[config.mk]
export PLATFORM = sky130hd
export DESIGN_NAME = spi_out_arbiter
export DESIGN_NICKNAME = d
export VERILOG_FILES = /design/src/rtl/spi_out_arbiter.sv
export SDC_FILE = /design/constraint.sdc
export NUM_CORES = 1
export LEC_CHECK = 0
export BUFFER_PORTS_ARGS = -buffer_cell sky130_fd_sc_hd__buf_4
export CAP_MARGIN = 0
export CORE_MARGIN = 2
export CORE_UTILIZATION = 52
export CTS_BUF_LIST = sky130_fd_sc_hd__clkbuf_8
export DETAILED_ROUTE_END_ITERATION = 12
export PLACE_DENSITY = 0.84
export SLEW_MARGIN = 10
export SYNTH_ARGS = -nofsm -noshare
export SYNTH_HDL_FRONTEND = slang
export SYNTH_SLANG_ARGS = --single-unit
[constraint.sdc]
create_clock -name clock -period 3.25 [get_ports clock]
set_input_delay 0.1625 -clock clock [delete_from_list [all_inputs] [get_ports clock]]
set_output_delay 0.1625 -clock clock [all_outputs]
set_load 0.05 [all_outputs]
[src/rtl/spi_out_arbiter.sv]
// rtl/spi_out_arbiter.sv - packet arbiter sharing the 16-bit SPI output shifter among requesters
// Round robin by default; define SPI_ARB_FIXED_PRIO_EN for fixed lowest-index-wins priority.
module spi_out_arbiter #(
  parameter int NUM_REQ = 4,
  parameter int LEN_W   = 4,
  parameter int PACE    = 16,
  parameter int GAP     = 20
) (
  input  logic                     clock,
  input  logic                     resetN,
  input  logic [NUM_REQ-1:0]       req,
  input  logic [NUM_REQ*LEN_W-1:0] req_len,
  input  logic [NUM_REQ*16-1:0]    req_data,
  output logic [NUM_REQ-1:0]       req_ready,
  output logic [NUM_REQ-1:0]       grant,
  output logic                     busy,
  output logic [15:0]              spi_data,
  output logic                     spi_write
);
  localparam int IDX_W  = (NUM_REQ > 1) ? $clog2(NUM_REQ) : 1;
  localparam int PACE_W = $clog2(PACE);
  localparam int GAP_W  = $clog2(GAP + 1);
  localparam logic [PACE_W-1:0] PACE_LOAD = PACE_W'(PACE - 1);
  localparam logic [GAP_W-1:0]  GAP_LOAD  = GAP_W'(GAP - 1);
  localparam logic [IDX_W-1:0]  LAST_IDX  = IDX_W'(NUM_REQ - 1);

  typedef enum logic [1:0] {S_IDLE, S_SEND, S_GAP} state_t;

  state_t             state, state_n;
  logic [IDX_W-1:0]   win, win_n, pick, rr_ptr;
  logic               pick_valid;
  logic [LEN_W-1:0]   words_left, words_n, pick_len;
  logic [PACE_W-1:0]  pace_cnt, pace_n;
  logic [GAP_W-1:0]   gap_cnt, gap_n;
  logic [NUM_REQ-1:0] grant_n, ready_n;
  logic [15:0]        data_n, pick_data, win_data;
  logic               write_n, win_req;

`ifdef SPI_ARB_FIXED_PRIO_EN
  assign rr_ptr = '0;
`else
  always_ff @(posedge clock or negedge resetN) begin
    if (!resetN)
      rr_ptr <= '0;
    else if (state == S_IDLE && pick_valid)
      rr_ptr <= (pick == LAST_IDX) ? '0 : pick + 1'b1;
  end
`endif

  // First set request at or above rr_ptr, wrapping past the top index.
  always_comb begin
    pick_valid = 1'b0;
    pick       = '0;
    for (int k = 0; k < NUM_REQ; k++) begin
      int idx;
      idx = int'(rr_ptr) + k;
      if (idx >= NUM_REQ) idx = idx - NUM_REQ;
      if (!pick_valid && req[idx[IDX_W-1:0]]) begin
        pick_valid = 1'b1;
        pick       = idx[IDX_W-1:0];
      end
    end
  end

  always_comb begin
    pick_len  = '0;
    pick_data = '0;
    win_data  = '0;
    win_req   = 1'b0;
    for (int i = 0; i < NUM_REQ; i++) begin
      if (pick == IDX_W'(i)) begin
        pick_len  = req_len[i*LEN_W +: LEN_W];
        pick_data = req_data[i*16 +: 16];
      end
      if (win == IDX_W'(i)) begin
        win_data = req_data[i*16 +: 16];
        win_req  = req[i];
      end
    end
  end

  always_comb begin
    state_n = state;
    win_n   = win;
    words_n = words_left;
    pace_n  = pace_cnt;
    gap_n   = gap_cnt;
    grant_n = grant;
    ready_n = '0;
    write_n = 1'b0;
    data_n  = spi_data;
    case (state)
      S_IDLE: begin
        if (pick_valid) begin
          win_n   = pick;
          grant_n = NUM_REQ'(1) << pick;
          ready_n = NUM_REQ'(1) << pick;
          write_n = 1'b1;
          data_n  = pick_data;
          words_n = pick_len;
          pace_n  = PACE_LOAD;
          state_n = S_SEND;
        end
      end
      S_SEND: begin
        // A dropped request ends the packet at once; remaining words are abandoned.
        if (!win_req) begin
          grant_n = '0;
          gap_n   = GAP_LOAD;
          state_n = S_GAP;
        end else if (pace_cnt == '0) begin
          if (words_left != '0) begin
            ready_n = grant;
            write_n = 1'b1;
            data_n  = win_data;
            words_n = words_left - 1'b1;
            pace_n  = PACE_LOAD;
          end else begin
            grant_n = '0;
            gap_n   = GAP_LOAD;
            state_n = S_GAP;
          end
        end else begin
          pace_n = pace_cnt - 1'b1;
        end
      end
      S_GAP: begin
        if (gap_cnt == '0) state_n = S_IDLE;
        else               gap_n   = gap_cnt - 1'b1;
      end
      default: state_n = S_IDLE;
    endcase
  end

  always_ff @(posedge clock or negedge resetN) begin
    if (!resetN) begin
      state      <= S_IDLE;
      win        <= '0;
      words_left <= '0;
      pace_cnt   <= '0;
      gap_cnt    <= '0;
      grant      <= '0;
      req_ready  <= '0;
      spi_data   <= '0;
      spi_write  <= 1'b0;
    end else begin
      state      <= state_n;
      win        <= win_n;
      words_left <= words_n;
      pace_cnt   <= pace_n;
      gap_cnt    <= gap_n;
      grant      <= grant_n;
      req_ready  <= ready_n;
      spi_data   <= data_n;
      spi_write  <= write_n;
    end
  end

  assign busy = (state != S_IDLE);

endmodule
==> results of run 1 <==
==> kinds of logic (layout without fill, tap and decap cells) <==
family,Yosys count,in the layout,synth area share [%]
AO/OA/AOI/OAI,134,134,30.0
AND/OR/NAND/NOR,90,90,14.2
adder cells (fa/ha/maj),8,8,3.24
buffers and inverters,42,147,5.31
flip-flops,44,44,35.7
XOR/XNOR,2,2,0.568
multiplexers,20,20,11.0
==> per-layer routing <==
metal	share of wire (%)	vias up	track usage, %	routed length [um]
li1	-	1505	-	-
met1	38	1550	39.4	3580
met4	2.3	0	9.15	215
met3	11	25	5.56	1050
met2	48	238	47.3	4510
met5	0	-	0	0
==> worst max-delay path: stages, from the launching register on <==
cell	delay, ps
dfrtp_1	460
a21oi_1	90
o21a_1	170
o22ai_1	300
ha_1	330
nor2b_2	510
buf_4	260
a221oi_1	80
o31ai_1	270
o21ai_0	120
o21ai_0	170
==> report_power, final <==
part | switching, mW | internal (mW)
clock network | 0.199 | 0.168
registers | 0.227 | 0.784
logic | 1.60 | 0.995
==> synthesized netlist by cell type, drive strengths merged, types with 2 or more instances <==
cell	number	area, um2
a2111oi	5	43.8
a21oi	27	143
a221oi	15	131
a22o	9	78.8
a22oi	6	45.0
a31oi	4	25.0
buf	5	25.0
clkbuf	21	78.8
dfrtp	44	1100
ha	8	100
inv	16	60.1
mux2i	8	80.1
mux4	11	248
nand2	37	139
nand2b	2	12.5
nand3	2	10.0
nand3b	2	15.0
nor2	16	60.1
nor2b	14	87.6
nor3	4	20.0
nor4	4	25.0
o21ai	32	160
o221ai	5	43.8
o22ai	4	31.3
o31ai	16	120
or2	2	12.5
or3b	2	17.5
xor2	2	17.5
==> cell usage in the layout (no fill, tap or decap), types with 2 or more instances in the layout <==
master     synthesis  layout
o31ai_1           16      16
or3b_1             2       2
nor4_1             4       4
nand2_1           37      37
o22ai_1            3       3
a2111oi_0          5       5
nand2b_1           2       2
a21oi_1           25      25
a31oi_1            4       4
buf_4              0     122
o221ai_1           5       5
a22o_1             9       9
clkbuf_8           0       6
o21ai_1            5       5
a21oi_2            2       2
dfrtp_1           44      44
a22oi_1            6       6
nor2b_1           14      12
ha_1               8       8
nand3_1            2       2
mux4_2            11      11
inv_1             16      18
nor2_1            16      16
o21ai_0           27      27
a221oi_1          15      15
xor2_1             2       2
mux2i_1            8       8
nand3b_1           2       2
nor2b_2            0       2
nor3_1             4       4
==> metrics by stage <==
step | power, mW | instances | hold WS (ps) | utilization (%)
2_1_floorplan | 2.84 | 340 | -133 | -
3_3_place_gp | 3.50 | 511 | 199 | 68.7
3_5_place_dp | 3.58 | 511 | 195 | 68.7
4_1_cts | 3.95 | 520 | 199 | 70.4
5_1_grt | 4.26 | 520 | 214 | 70.5
6_report | 3.97 | 520 | 195 | 70.5
==> timing repair <==
item	in CTS	in global routing
endpoints found under the hold margin	44	0
hold buffers	1	0
endpoints found under the setup margin	0	10
resized for setup	0	1
==> worst min-delay path by stage <==
stage,startpoint,end,slack [ps]
after floorplan,resetN,gap_cnt[0],-130
after global placement,resetN,spi_data[10],200
after detailed placement,resetN,spi_data[10],190
after CTS,req_data[48],spi_data[0],200
after global routing,req_data[48],spi_data[0],210
final,req_data[48],spi_data[0],200
==> area by class of cell <==
cell class | count | area (um2)
inverter | 16 | 60.1
fill | 446 | 1720
tap | 75 | 93.8
clock inverter | 2 | 7.51
clock buffer | 6 | 82.6
multi-input combinational | 254 | 1830
sequential | 44 | 1100
timing repair buffer | 123 | 926
==> state kept, by name (all words and copies together), names as in the netlist, 4 cells and up <==
name and flops:
gap_cnt 5, pace_cnt 4, spi_data 16, grant 4, req_ready 4, words_left 4
==> run_results.csv, run 1 <==
group,metric,value,unit
status,outcome,"complete, no violations",
clock_network,cts_max_path_buffers,2,
sta,slew_headroom,50.0,%
sta,setup_viol,0,
synth,synth_ff_type,"dfrtp_1",
routing,drt-wirelength-per-cell,18.0,um
worst_hold_path,hp-class,"in -> reg",
setup_path,r2r-end,"spi_data[12]",
die,num_io_pins,112,
die,die-width,81.0,um
synth,synthArstFlopShare,100,%
routing,via_per_inst,6.38,
setup_path,startpoint,"rr_ptr[1]",
clock_network,h-tree-depth,2,
synth,netlist-cell-type-count,49,
grt,grt_pass1_vias,3081,
power,ir_drop,624,uV
layout,antennaDiodeCount,0,
die,core-area,0.00582,mm2
setup_path,path_max_fanout,12,
place,preCtsSetupSlack,212,ps
setup_path,critPathCapture,"spi_data[12]",
die,die_area,0.00657,mm2
die,initial_utilization,53.1,%
synth,synth_warnings,0,
sta,timing.fmax,0.351,GHz
place,gp_congestion,0.841,
power,power_density,970,mW/mm2
synth,synthCells,340,
clock_network,clockRootBuffer,"clkbuf_8",
layout,drive_gt1_share,33.7,%
clock_network,post_cts_buffers,0,
synth,synth_edf_count,0,
grt,grt_usage,29.1,%
clock_network,cts.sink_count,44,
grt,overflow,0,
synth,avgSynthCellArea,9.08,um2
synth,syn_area,0.00309,mm2
synth,synth-seq-area-share,35.7,%
layout,final_design_area_no_fill,0.00410,mm2
sta,finalClockSkew,12.0,ps
setup_path,endpoint_kind,"flop",
sta,tns,0,ps
power,power.leakage,1.88,nW
place,hpwl,6800,um
grt,grt_antenna_before_repair,0,
setup_path,required,3480,ps
grt,grt_pass1_wl,14800,um
flow_run,maxCapViolations,0,
routing,post-route-drc-count,0,
setup_path,worstRegToRegCells,10,
place,port_buffers,111,
routing,first_iter_violations,417,
synth,ys_ff_latch,44,
sta,min_period_over_period,87.7,%
setup_path,start_kind,"flop",
setup_path,cp.arrival,3080,ps
clock_network,clkLatencyLatePin,310,ps
die,die_y,81.0,um
sta,worst_pin_slew,751,ps
clock_network,cts_tree,"built",
setup_path,rrSetupSlack,400,ps
sta,rsz0062_at_grt,"false",
clock_network,clk_pin_slew_worst_paths,90,ps
layout,syn_to_final_growth,32.8,%
routing,firstDrtPassIters,7,
worst_hold_path,whs_path_depth,3,
sta,setup_ws,400,ps
grt,grt_max_degree,45,
routing,routed_wl,9350,um
clock_network,cts_buffers,5,
routing,antenna_left,0,
place,placed_area,0.00400,mm2
setup_path,path_class,"reg -> reg",
die,num_rows,28,
sta,period_minus_slack,2850,ps
layout,layout.nets,538,
sta,slew_violations,0,
routing,vias,3318,
synth,syn_nets,434,
setup_path,timing.rr.start,"rr_ptr[1]",
sta,hold_viol,0,
No activity file was read; power rests on OpenSTA's default activity.
==> inputs of run 2 (changes only) <==
==> constraint.sdc (replaced) <==
create_clock -name clock -period 2.7 [get_ports clock]
set_input_delay 0.135 -clock clock [delete_from_list [all_inputs] [get_ports clock]]
set_output_delay 0.135 -clock clock [all_outputs]
set_load 0.05 [all_outputs]
==> run 2 against run 1 <==
  * Critical path depth unchanged
  * Total power up 23%
  * Critical endpoint is now spi_data[11]
  * Hold slack worse by 29 ps
  * Clock power is 17% higher
  * Non-clock buffer count grew 4
  * Global-route usage rose by 1.1 points
  * Sequential power increased by 17%
  * Critical path type unchanged
  * Fmax is 11% higher
  * Setup slack lost 260 ps
  * Core utilization increased by 1.4 points
==> run_results.csv, run 2 (synthesis results as in run 1) <==
group,metric,value,unit
status,outcome,"complete, no violations",
layout,layout_common_cells,"buf_4 (125), dfrtp_1 (43), nand2_1 (37), o21ai_0 (26), a21oi_1 (25)",
grt,grt_max_degree,45,
layout,largest-register,"spi_data",
sta,timing.fmax,0.390,GHz
setup_path,slowest_delay,410,ps
setup_path,critPathBufInv,2,
power,power.leakage,1.90,nW
routing,drt-wirelength-per-cell,18.8,um
sta,hold_viol,0,
die,core-area,0.00582,mm2
setup_path,cp_common_cell,"o21ai_0",
routing,firstDrtPassIters,5,
sta,finalClockSkew,7.44,ps
setup_path,path_class,"reg -> reg",
clock_network,clk_pin_slew_worst_paths,90,ps
clock_network,post_cts_buffers,0,
sta,slew_violations,0,
sta,setup_ws,139,ps
layout,final_common_cell,"buf_4",
layout,drive_gt1_share,36.1,%
grt,grt_pass1_vias,3205,
power,total_power,4.90,mW
layout,antennaDiodeCount,0,
sta,slew_headroom,27.6,%
grt,grt_antenna_before_repair,0,
setup_path,path_max_fanout,12,
layout,syn_to_final_growth,35.4,%
die,die_area,0.00657,mm2
power,power_density,1170,mW/mm2
die,num_io_pins,112,
setup_path,crit_chain,"mux2_2, a221oi_4, inv_1, ha_1, nor2b_4, buf_4, a221oi_1, o31ai_1, o21ai_0, o21ai_0",
clock_network,cts_max_path_buffers,2,
routing,vias,3323,
place,gp_congestion,0.916,
setup_path,start_kind,"flop",
clock_network,cts.sink_count,44,
setup_path,cp.arrival,2710,ps
flow_run,maxCapViolations,0,
clock_network,h-tree-depth,2,
routing,antenna_left,0,
layout,layout.nets,542,
routing,routed_wl,9850,um
grt,grt_usage,30.1,%
routing,post-route-drc-count,0,
setup_path,endpoint_kind,"flop",
clock_network,clockRootBuffer,"clkbuf_8",
place,port_buffers,111,
sta,setup_viol,0,
die,die_y,81.0,um
setup_path,rrSetupSlack,140,ps
place,preCtsSetupSlack,-203,ps
sta,rsz0062_at_grt,"false",
layout,largest_reg_flops,16,
routing,first_iter_violations,268,
sta,hold_slack,166,ps
setup_path,required,2840,ps
clock_network,cts_buffers,5,
place,hpwl,7140,um
grt,overflow,0,
clock_network,cts_tree,"built",
sta,worst_pin_slew,1090,ps
layout,fin_util,71.9,%
setup_path,slowest_stage,"dfrtp_2",
sta,min_period_over_period,94.9,%
sta,period_minus_slack,2560,ps
power,ir_drop,741,uV
die,initial_utilization,53.1,%
grt,grt_pass1_wl,15300,um
worst_hold_path,hp-class,"in -> reg",
setup_path,crit_family,"compound AO/OA/AOI/OAI gates",
layout,fillers,458,
layout,top_regs,"spi_data: 16 flops, gap_cnt: 5 flops",
clock_network,clkLatencyLatePin,300,ps
die,num_rows,28,
routing,via_per_inst,6.34,
die,die-width,81.0,um
[run 2: metrics by stage]
| stage | area (um2) | TNS [ps] | instances |
|---|---|---|---|
| floorplan | 3090 | 0 | 340 |
| global route | 4180 | 0 | 524 |
| finish | 4180 | 0 | 524 |
| CTS | 4130 | 0 | 524 |
| detailed placement | 4030 | -1550 | 515 |
| global placement | 4030 | 0 | 515 |
[run 2: tightest hold or removal path, cell delays in order]
cell	delay [ps]
buf_4	110
o221ai_1	130
o31ai_1	60
[run 2: what timing repair did]
action                                  in CTS  in global routing
hold buffers                                 1                  0
endpoints found under the hold margin       44                  0
resized for setup                            3                 12
endpoints found under the setup margin      19                 15
[run 2: worst paths after layout]
kind / end / start / cells past startpoint
max in group asynchronous: rr_ptr[1] / resetN / 2
setup / recovery: spi_data[11] / rr_ptr[1] / 10
min in group asynchronous: spi_data[15] / resetN / 2
hold / removal: spi_data[14] / req_data[62] / 3
hold reg to reg: spi_data[9] / spi_data[9] / 2
setup reg to reg: spi_data[11] / rr_ptr[1] / 10
[run 2: cell type report]
class                           instances  area [um2]  share of cell area, %
Multi-Input combinational cell        254        1870                   44.7
Sequential cell                        44        1100                   26.4
Timing Repair Buffer                  127         968                   23.2
Tap cell                               75        93.8                   2.24
Clock buffer                            5        68.8                   1.65
Inverter                               16        60.1                   1.44
Clock inverter                          3        18.8                  0.449
[run 2: where the power goes]
group	switching [mW]	total, mW	internal (mW)
registers	0.229	1.18	0.946
logic	2.03	3.30	1.27
clock network	0.246	0.427	0.181
total	2.50	4.90	2.40
[run 2: metal layers]
| layer | GRT usage (%) | up-vias | share of wire [%] |
|---|---|---|---|
| met5 | 0 | - | 0 |
| met4 | 8.14 | 0 | 1.4 |
| met3 | 5.11 | 19 | 9.9 |
| met2 | 51.2 | 218 | 49 |
| met1 | 39.9 | 1574 | 39 |
| li1 | - | 1512 | - |
